$ cat config.mk
export PLATFORM = sky130hd
export DESIGN_NAME = share_recombine_byteswap
export DESIGN_NICKNAME = d
export VERILOG_FILES = /design/src/rtl/share_recombine_byteswap.sv
export SDC_FILE = /design/constraint.sdc
export NUM_CORES = 1
export LEC_CHECK = 0
export ABC_AREA = 1
export CAP_MARGIN = 15
export CORE_AREA = 2 2 152 154
export CTS_CLUSTER_DIAMETER = 30
export DETAILED_ROUTE_END_ITERATION = 10
export DIE_AREA = 0 0 154 156
export GPL_TIMING_DRIVEN = 1
export HOLD_SLACK_MARGIN = 0.08
export PLACE_DENSITY = 0.75
export RECOVER_POWER = 100
export SYNTH_ARGS = -nofsm -noshare
export SYNTH_HDL_FRONTEND = slang
export SYNTH_SLANG_ARGS = --single-unit
$ cat constraint.sdc
create_clock -name clk -period 1.53 [get_ports clk]
set_clock_uncertainty 0.05 [all_clocks]
set_input_delay 0.2295 -clock clk [delete_from_list [all_inputs] [get_ports clk]]
set_output_delay 0.2295 -clock clk [all_outputs]
set_load 0.05 [all_outputs]
$ cat src/rtl/share_recombine_byteswap.sv
// Registered output adapter: XOR-recombines a D-share masked bus into one word,
// optionally reverses it in WIDTH-bit groups, and presents it behind valid/ready.
module share_recombine_byteswap #(
    parameter int D       = 2,
    parameter int BSIZE   = 128,
    parameter int WIDTH   = 8,
    parameter bit REVERSE = 1'b1
) (
    input  logic                 clk,
    input  logic                 rst_n,
    input  logic [BSIZE*D-1:0]   in_shares,
    input  logic                 in_valid,
    output logic                 in_ready,
    output logic [BSIZE-1:0]     out_data,
    output logic                 out_valid,
    input  logic                 out_ready
);

    localparam int GROUPS = BSIZE / WIDTH;

    generate
        if (D < 1 || (BSIZE % WIDTH) != 0) begin : g_param_check
            $error("share_recombine_byteswap: need D >= 1 and BSIZE a multiple of WIDTH");
        end
    endgenerate

    logic [BSIZE-1:0] recombined;
    logic [BSIZE-1:0] shaped;

    // NOTE: give every always_comb output a default before the loop, or a latch is inferred.
    always_comb begin
        recombined = '0;
        for (int s = 0; s < D; s++) begin
            recombined ^= in_shares[BSIZE*s +: BSIZE];
        end
    end

    // Group reversal is pure wiring; bit order inside each group is preserved.
    generate
        if (REVERSE) begin : g_reverse
            for (genvar g = 0; g < GROUPS; g++) begin : g_group
                assign shaped[WIDTH*g +: WIDTH] = recombined[BSIZE-WIDTH*(g+1) +: WIDTH];
            end
        end else begin : g_passthru
            assign shaped = recombined;
        end
    endgenerate

    // The single entry may be refilled on the same edge it drains, so no bubble.
    assign in_ready = !out_valid || out_ready;

    // NOTE: sequential state uses non-blocking assignments so all flops update together.
    always_ff @(posedge clk or negedge rst_n) begin
        if (!rst_n) begin
            out_valid <= 1'b0;
            out_data  <= '0;
        end else if (in_valid && in_ready) begin
            out_valid <= 1'b1;
            out_data  <= shaped;
        end else if (out_ready) begin
            out_valid <= 1'b0;
        end
    end

endmodule

==> metrics.csv <==
metric,value,unit
cp_cell_sequence,"nand2_2, buf_4, buf_12",
synth_mux_area_share,0,%
drv_cap,0,
pwr-share-clk,32.6,%
vias,7754,
antenna_cells,0,
pwr_density_cell,1080,mW/mm^2
r2r_slack,110,ps
syn_inst,1187,
dp_hpwl,17500,microns
path_class,flop to primary output,
wl_per_cell,11.5,microns
crit_path_top_delay_cell,dfrtp_2,
ir_drop,0.000610,V
cts_tree,built,
clock_sinks,129,
netlist_area,0.00731,sq mm
ys_types,6,
io_buffers,389,
grt_pass1_vias,7332,
cp_top_family,flip-flops,
tns,0,ps
synth_compound_area_share,0.120,%
critPathBufInv,2,
num-fill-cells,2220,
drv_slew,0,
clk_pin_slew_worst_paths,60,ps
layout_min_cycle_time,1460,ps
cp.required,1250,ps
synth_simple_gate_area_share,39.6,%
end_kind,primary output,
finalCritPeriodShare,95.1,%
synth_top_area_share,44.1,%
synthAdderAreaFrac,0,%
die_x,154,microns
switching_share,37.7,%
arrival,1180,ps
critPathMaxFanout,2,
synth_edf_count,0,
placedCellCount,1857,
combPwrFrac,34.2,%
drive_gt1_share,11.2,%
ios,390,
yosysMostFrequentCell,nand2_1,
grt_max_degree,62,
start_util,32.7,%
ys_top_cells_by_count,"770 x nand2_1, 258 x inv_1, 129 x dfrtp_1",
antenna_found_initial,0,
yosys.area_share.xor_xnor,0,%
r2r_start,out_valid,
cts.path.max_buffers,2,
setup_viol,0,
ant_nets,0,
viasPerCell,4.10,
synth_seq_cells,129,
hold_path_class,input port to async pin,
finalPower,12500,uW
synth_fp_nets,1447,
whs,240,ps
synthTopCellsByArea,"dfrtp_1 44%, nand2_1 40%, inv_1 13%",
cp_slowest_stage_delay,410,ps
drtPass1Iterations,5,
tightest_slew,535,ps
p_leak,0.00719,uW
stdcell_count,1890,
synth_top_family_by_area,simple AND/OR/NAND/NOR gates,
hold_violations,0,
slew-limit-headroom,64.3,%
post-route-drc-count,0,
rsz0062_at_grt,no,
num_rows,55,
synthArstFlopShare,100,%
internal-power,7820,uW
place_congestion,0.792,
dieArea,0.0240,sq mm
yosys_warnings,0,
switchingPower,4720,uW
htreeDepth,4,
reg2regPathDepth,6,
clk_latency,410,ps
initialDrtViolationCount,325,
cts_resized,0,
grt.overflow.total,0,
core_area,0.0224,sq mm
cts_root_buf,clkbuf_16,
routed_wl,21700,microns
synth_top_cell_by_area,dfrtp_1,
grt_usage,17.7,%
synth_flop_cell,dfrtp_1,
grt_pass1_wl,33900,microns
status,completed,
cts_buffers,17,
fp.dieH,156,microns
start_kind,flop,
final_util,51.8,%
yosysSeqAreaShare,44.1,%
area_delta_synth_final,58.4,%
rr_endpoint,out_data[64],
nets,1853,
avgSynthCellArea,6.16,sq um
seqPwrFrac,33.2,%
fmax,687,MHz
-- kinds of logic (layout without fill, tap and decap cells) --
| group | Yosys count | count (layout) |
|---|---|---|
| buffers and inverters | 286 | 704 |
| and+or+nand+nor | 771 | 771 |
| DFF | 129 | 129 |
| AOI/OAI and AO/OA | 1 | 1 |
-- how the worst max path moves through the flow --
stage               depth (start not counted)  slack, ps      start             to
floorplan                                   6         30  out_valid  out_data[100]
global placement                            6        -30   in_valid   out_data[50]
detailed placement                          6        -40   in_valid   out_data[31]
CTS                                         3         50  out_valid       in_ready
global route                                3         20  out_valid       in_ready
finish                                      3         70  out_valid       in_ready
-- power by group through the flow --
stage / combinational [uW] / clock (uW) / sequential, uW
3_5_place_dp: 4990 / 0 / 4290
6_report: 4290 / 4090 / 4160
2_1_floorplan: 927 / 0 / 5920
3_3_place_gp: 4930 / 0 / 4280
5_1_grt: 4620 / 4370 / 4230
4_1_cts: 5000 / 4200 / 4240
-- cell usage in the layout, fill, tap and decap left out --
cell and n:
buf_6 1, buf_12 8, nand2_2 1, nand2_1 769
clkbuf_16 17, clkinv_4 3, bufinv_16 3, inv_6 1
clkdlybuf4s50_1 258, a21oi_4 1, buf_4 7, clkbuf_4 3
dlygate4sd3_1 1, clkbuf_1 11, clkinvlp_4 5, clkbuf_2 128
inv_1 258, nand2_4 1, dfrtp_2 1, dfrtp_1 128
-- layer usage --
| metal | up-vias | wire (microns) | track usage (%) | share of wire, % |
|---|---|---|---|---|
| met5 | - | 0 | 0 | 0 |
| met4 | 0 | 460 | 6.05 | 2.1 |
| met3 | 30 | 1970 | 6.86 | 9.1 |
| met2 | 286 | 10600 | 32.8 | 49 |
| met1 | 3305 | 8660 | 18.3 | 40 |
| li1 | 4133 | - | - | - |
-- sequential cells by signal (all words and copies together), names as in the netlist --
signal,count
out_data,128
out_valid,1
-- cell type report --
class	count	area [sq um]	area share (%)
multi-input combinational	772	2920	25.2
timing repair buffer	415	3510	30.3
clock inverter	12	163	1.40
inverter	258	968	8.36
sequential	129	3230	27.9
clock buffer	19	433	3.74
tap	285	357	3.08
-- metrics by stage --
stage,setup WS [ps],cell area [sq um]
after floorplan,33.3,7310
after global placement,-25.9,11800
after detailed placement,-41.1,11800
after CTS,52.3,12400
after global routing,23.2,11600
final,74.8,11600
-- repair_timing --
action                     4_1_cts  5_1_grt
setup endpoints to repair        1        0
buffers inserted                 1        0
hold endpoints to repair       129        0
hold buffers                     1        0
Note: power is estimated with default switching activity, not from simulation.
==> patch 1: new RTL, same flow settings <==
Make the reset (`rst_n`) synchronous in one clocked block.
--- a/src/rtl/share_recombine_byteswap.sv
+++ b/src/rtl/share_recombine_byteswap.sv
@@ -50,7 +50,7 @@
     assign in_ready = !out_valid || out_ready;
 
     // NOTE: sequential state uses non-blocking assignments so all flops update together.
-    always_ff @(posedge clk or negedge rst_n) begin
+    always_ff @(posedge clk) begin
         if (!rst_n) begin
             out_valid <= 1'b0;
             out_data  <= '0;
Check against the original RTL: differs if rst_n is asserted again (counterexample within 4 cycles, from zero or initial values and one cycle with rst_n low); with rst_n held inactive, the same outputs for 4 cycles.
==> patch 1 against the unedited design <==
Sequential cell count unchanged; worst setup slack better by 45 ps; wire length down 2.1%; synthesized cell count up 12%; final area down 1.8%; worst hold slack better by 20 ps; power down 6.8%; area after synthesis down 0.87%; non-clock buffer count down 7; count of clock-buffer cells in the layout up 1; largest power group is now clock.
==> patch 1: results (changes against the unedited design) <==
* Synth top area share at 35.6% (-8.5 points)
* Postcts setup bufs at 0 (-1)
* Total wire length at 21200 µm (-2.1%)
* Status: completed
* Worst R2R Start: out_valid
* Largest stage delay, worst path at 330 ps (-80 ps)
* Reg2Reg Setup Slack at 150 ps (+40 ps)
* Worst Hold Class: primary input to flip-flop
* DR iter-0 viols at 362 (+11%)
* Synth area leaders: dfxtp_1, nor2_1, nand2_1, inv_1, buf_6
* Crit path from: out_valid
* Share of flip-flops with an asynchronous set or reset at 0% (-100 points)
* Worst Tran Pin Value at 517 ps (-18.0 ps)
* Syn_nets at 1587 (+9.7%)
* Total track usage at 17.0% (-0.71 points)
* Switching pwr at 3.75 mW (-21%)
* Synth cell types at 12 (+6)
* P_leak at 6.51 nW (-9.4%)
* Sequential share of the synthesized area at 35.6% (-8.5 points)
* Fin nets at 1972 (+6.4%)
* Crit path DAT at 1130 ps (-50 ps)
* Vias per Instance at 4.03 (-1.8%)
* Top cells by count, synth: nor2_1, nand2_1, inv_1, dfxtp_1, buf_6
* Largest net degree at the start of global routing at 78 (+26%)
* Maximum VDD drop at 0.522 mV (-14%)
## patch 1: cell count changes after synthesis, moves of 15 or more
cell,before,now
nand2_1,770,384
nor2_1,0,512
dfrtp_1,129,0
dfxtp_1,0,129
buf_6,0,15
buf_4,28,9
## patch 1: cells by family (layout without fill, tap and decap cells)
logic type,count (synthesis),in the layout,synth area share (%)
simple gates,898,898,46.6
compound gates,1,1,0.104
flops,129,129,35.6
buf+inv,299,697,17.6
## patch 1: area by class of cell
type,count,area [µm²]
Fill cell,2293,11000
Timing Repair Buffer,408,3410
Multi-Input combinational cell,899,3400
Sequential cell,129,2580
Inverter,257,965
Clock buffer,20,437
Tap cell,285,357
Clock inverter,12,231
## patch 1: worst max path at each step
stage                               end  slack [ps]  cells past startpoint
after floorplan           out_data[100]          40                      7
after global placement    out_data[100]         -60                      7
after detailed placement   out_data[66]         -90                      8
after CTS                      in_ready          90                      3
after global routing       out_data[28]          30                      6
final                          in_ready         120                      3
## patch 1: routing by layer
metal	GRT usage, %	vias to the layer above	part of all wire [%]
met3	5.31	30	7.3
met4	5.65	0	2.1
met1	18.4	3324	41
met5	0	-	0
li1	-	4495	-
met2	31.5	253	50
## patch 1: power by group through the flow
stage | combinational, mW | clock (mW) | sequential, mW
after floorplan | 1.03 | 0 | 4.86
after global routing | 3.57 | 4.92 | 3.83
final | 3.26 | 4.63 | 3.79
after detailed placement | 3.52 | 0 | 3.88
after global placement | 3.47 | 0 | 3.87
after CTS | 3.53 | 4.78 | 3.81
## patch 1: through the flow
stage / setup WS [ps] / power, mW / hold WS, ps
3_5_place_dp: -87.2 / 7.39 / 448
4_1_cts: 87.7 / 12.1 / 251
6_report: 120 / 11.7 / 260
2_1_floorplan: 45.0 / 5.89 / 434
3_3_place_gp: -56.7 / 7.34 / 447
5_1_grt: 34.6 / 12.3 / 260
==> patch 2: new RTL, same flow settings <==
Made on the original files. Set the parameter `D` to 1 (it was 2).
--- a/src/rtl/share_recombine_byteswap.sv
+++ b/src/rtl/share_recombine_byteswap.sv
@@ -1,7 +1,7 @@
 // Registered output adapter: XOR-recombines a D-share masked bus into one word,
 // optionally reverses it in WIDTH-bit groups, and presents it behind valid/ready.
 module share_recombine_byteswap #(
-    parameter int D       = 2,
+    parameter int D       = 1,
     parameter int BSIZE   = 128,
     parameter int WIDTH   = 8,
     parameter bit REVERSE = 1'b1
Interface: changed (resized in_shares); port bits go from 390 to 262. The function was not compared with the original's and may differ.
==> patch 2 against the unedited design <==
Worst hold slack better by 12 ps; wire length is 25% lower; sequential cell count stayed put; critical path depth is 1 lower; non-clock buffer count is 136 lower; power is 8.2% lower; area after synthesis is 31% lower; final area is 31% lower; worst setup slack better by 15 ps; critical path type unchanged; largest cell class is now registers.
==> patch 2: results (changes against the unedited design) <==
* Status: completed
* Post-synthesis mux area share at 0% (unchanged)
* P_leak at 4.15 nW (-42%)
* Sequential share of the synthesized area at 63.7% (+20 points)
* Area after detailed placement at 0.00809 mm² (-31%)
* Postcts setup bufs at 2 (+1)
* Cell family with most CP delay: flip-flops
* Routability congestion estimate at 0.766 (-3.3%)
* Finished Layout Cells at 1113 (-41%)
* First-pass GRT wire length at 26100 µm (-23%)
* Largest stage delay, worst path at 420 ps
* Top cells by count, synth: nand2_1, dfrtp_1, nand3_1, buf_2, buf_4
* Total wire length at 16200 µm (-25%)
* DPL Wire Length at 11500 µm (-34%)
* Crit Path Max Fanout at 9 (+7)
* CTS Root Cell: clkbuf_16
* Fraction of layout cells with a size suffix above 1 at 21.9% (+11 points)
* Maximum VDD drop at 0.539 mV (-12%)
* Compound-Gate Fraction of Synth Area at 0% (-0.12 points)
* Syn_nets at 691 (-52%)
* Crit path DAT at 1160 ps (-20 ps)
* Vias in the first global route at 4926 (-33%)
* DR iter-0 viols at 269 (-17%)
* Final hold slack at 252 ps (+12.1 ps)
* Setup Slack @ Placement at -9.11 ps (+32.0 ps)
* Fin crit share at 94.1% (-0.99 points)
* Synth warn at 0 (unchanged)
* Worst Tran Pin Value at 543 ps (+8.46 ps)
* Total track usage at 13.7% (-4.0 points)
* Top FF cell, synth: dfrtp_1
* Synth cell types at 9 (+3)
* Fin nets at 947 (-49%)
* Synth area leaders: dfrtp_1, nand2_1, nand3_1, buf_2, buf_4
* PortBufs at 261 (-33%)
* Avg Inst Size Synth at 9.07 µm² (+47%)
* Largest net degree at the start of global routing at 71 (+15%)
* Hold-fix buffers at CTS at 2 (+1)
* Pre-antenna DRT Iters at 4 (-1)
* Via Count at 4788 (-38%)
* Post_cts resized at 1 (+1)
[patch 2: cell count changes after synthesis]
cell / unedited run / this run
clkbuf_1: 0 / 2
buf_2: 0 / 36
nand2_2: 1 / 2
buf_4: 28 / 3
nand2_1: 770 / 257
inv_2: 0 / 1
buf_6: 0 / 1
a21oi_2: 1 / 0
inv_1: 258 / 0
nand3_1: 0 / 128
[patch 2: power by group]
group          switching (mW)  internal (mW)
registers               0.259           3.88
logic                    2.55          0.893
clock network            1.52           2.40
total                    4.33           7.18
[patch 2: per-layer routing]
| metal | share of wire [%] | global-route usage [%] | vias up |
|---|---|---|---|
| met1 | 42 | 16.2 | 2293 |
| li1 | - | - | 2296 |
| met5 | 0 | 0 | - |
| met3 | 9.1 | 5.39 | 8 |
| met2 | 48 | 22.9 | 191 |
| met4 | 1.0 | 4.81 | 0 |
[patch 2: worst paths after layout]
| path | startpoint | endpoint | cells after the start |
|---|---|---|---|
| max | out_valid | in_ready | 2 |
| min | rst_n | out_data[82] | 2 |
| max reg2reg | out_valid | out_data[35] | 6 |
| min reg2reg | out_data[86] | out_data[86] | 2 |
| max in group asynchronous | rst_n | out_valid | 3 |
| min in group clk | in_shares[113] | out_data[9] | 3 |
[patch 2: final cells by class]
type / count / area (µm²)
Fill cell: 2341 / 14400
Sequential cell: 129 / 3230
Timing Repair Buffer: 279 / 2170
Multi-Input combinational cell: 387 / 1630
Clock buffer: 23 / 488
Tap cell: 285 / 357
Clock inverter: 9 / 81.3
Inverter: 1 / 3.75
[patch 2: logic make-up (layout without fill, tap and decap cells)]
kind of cell           count (synthesis)  in the layout
buffers and inverters                 43            312
flip-flops                           129            129
AND/OR/NAND/NOR                      387            387
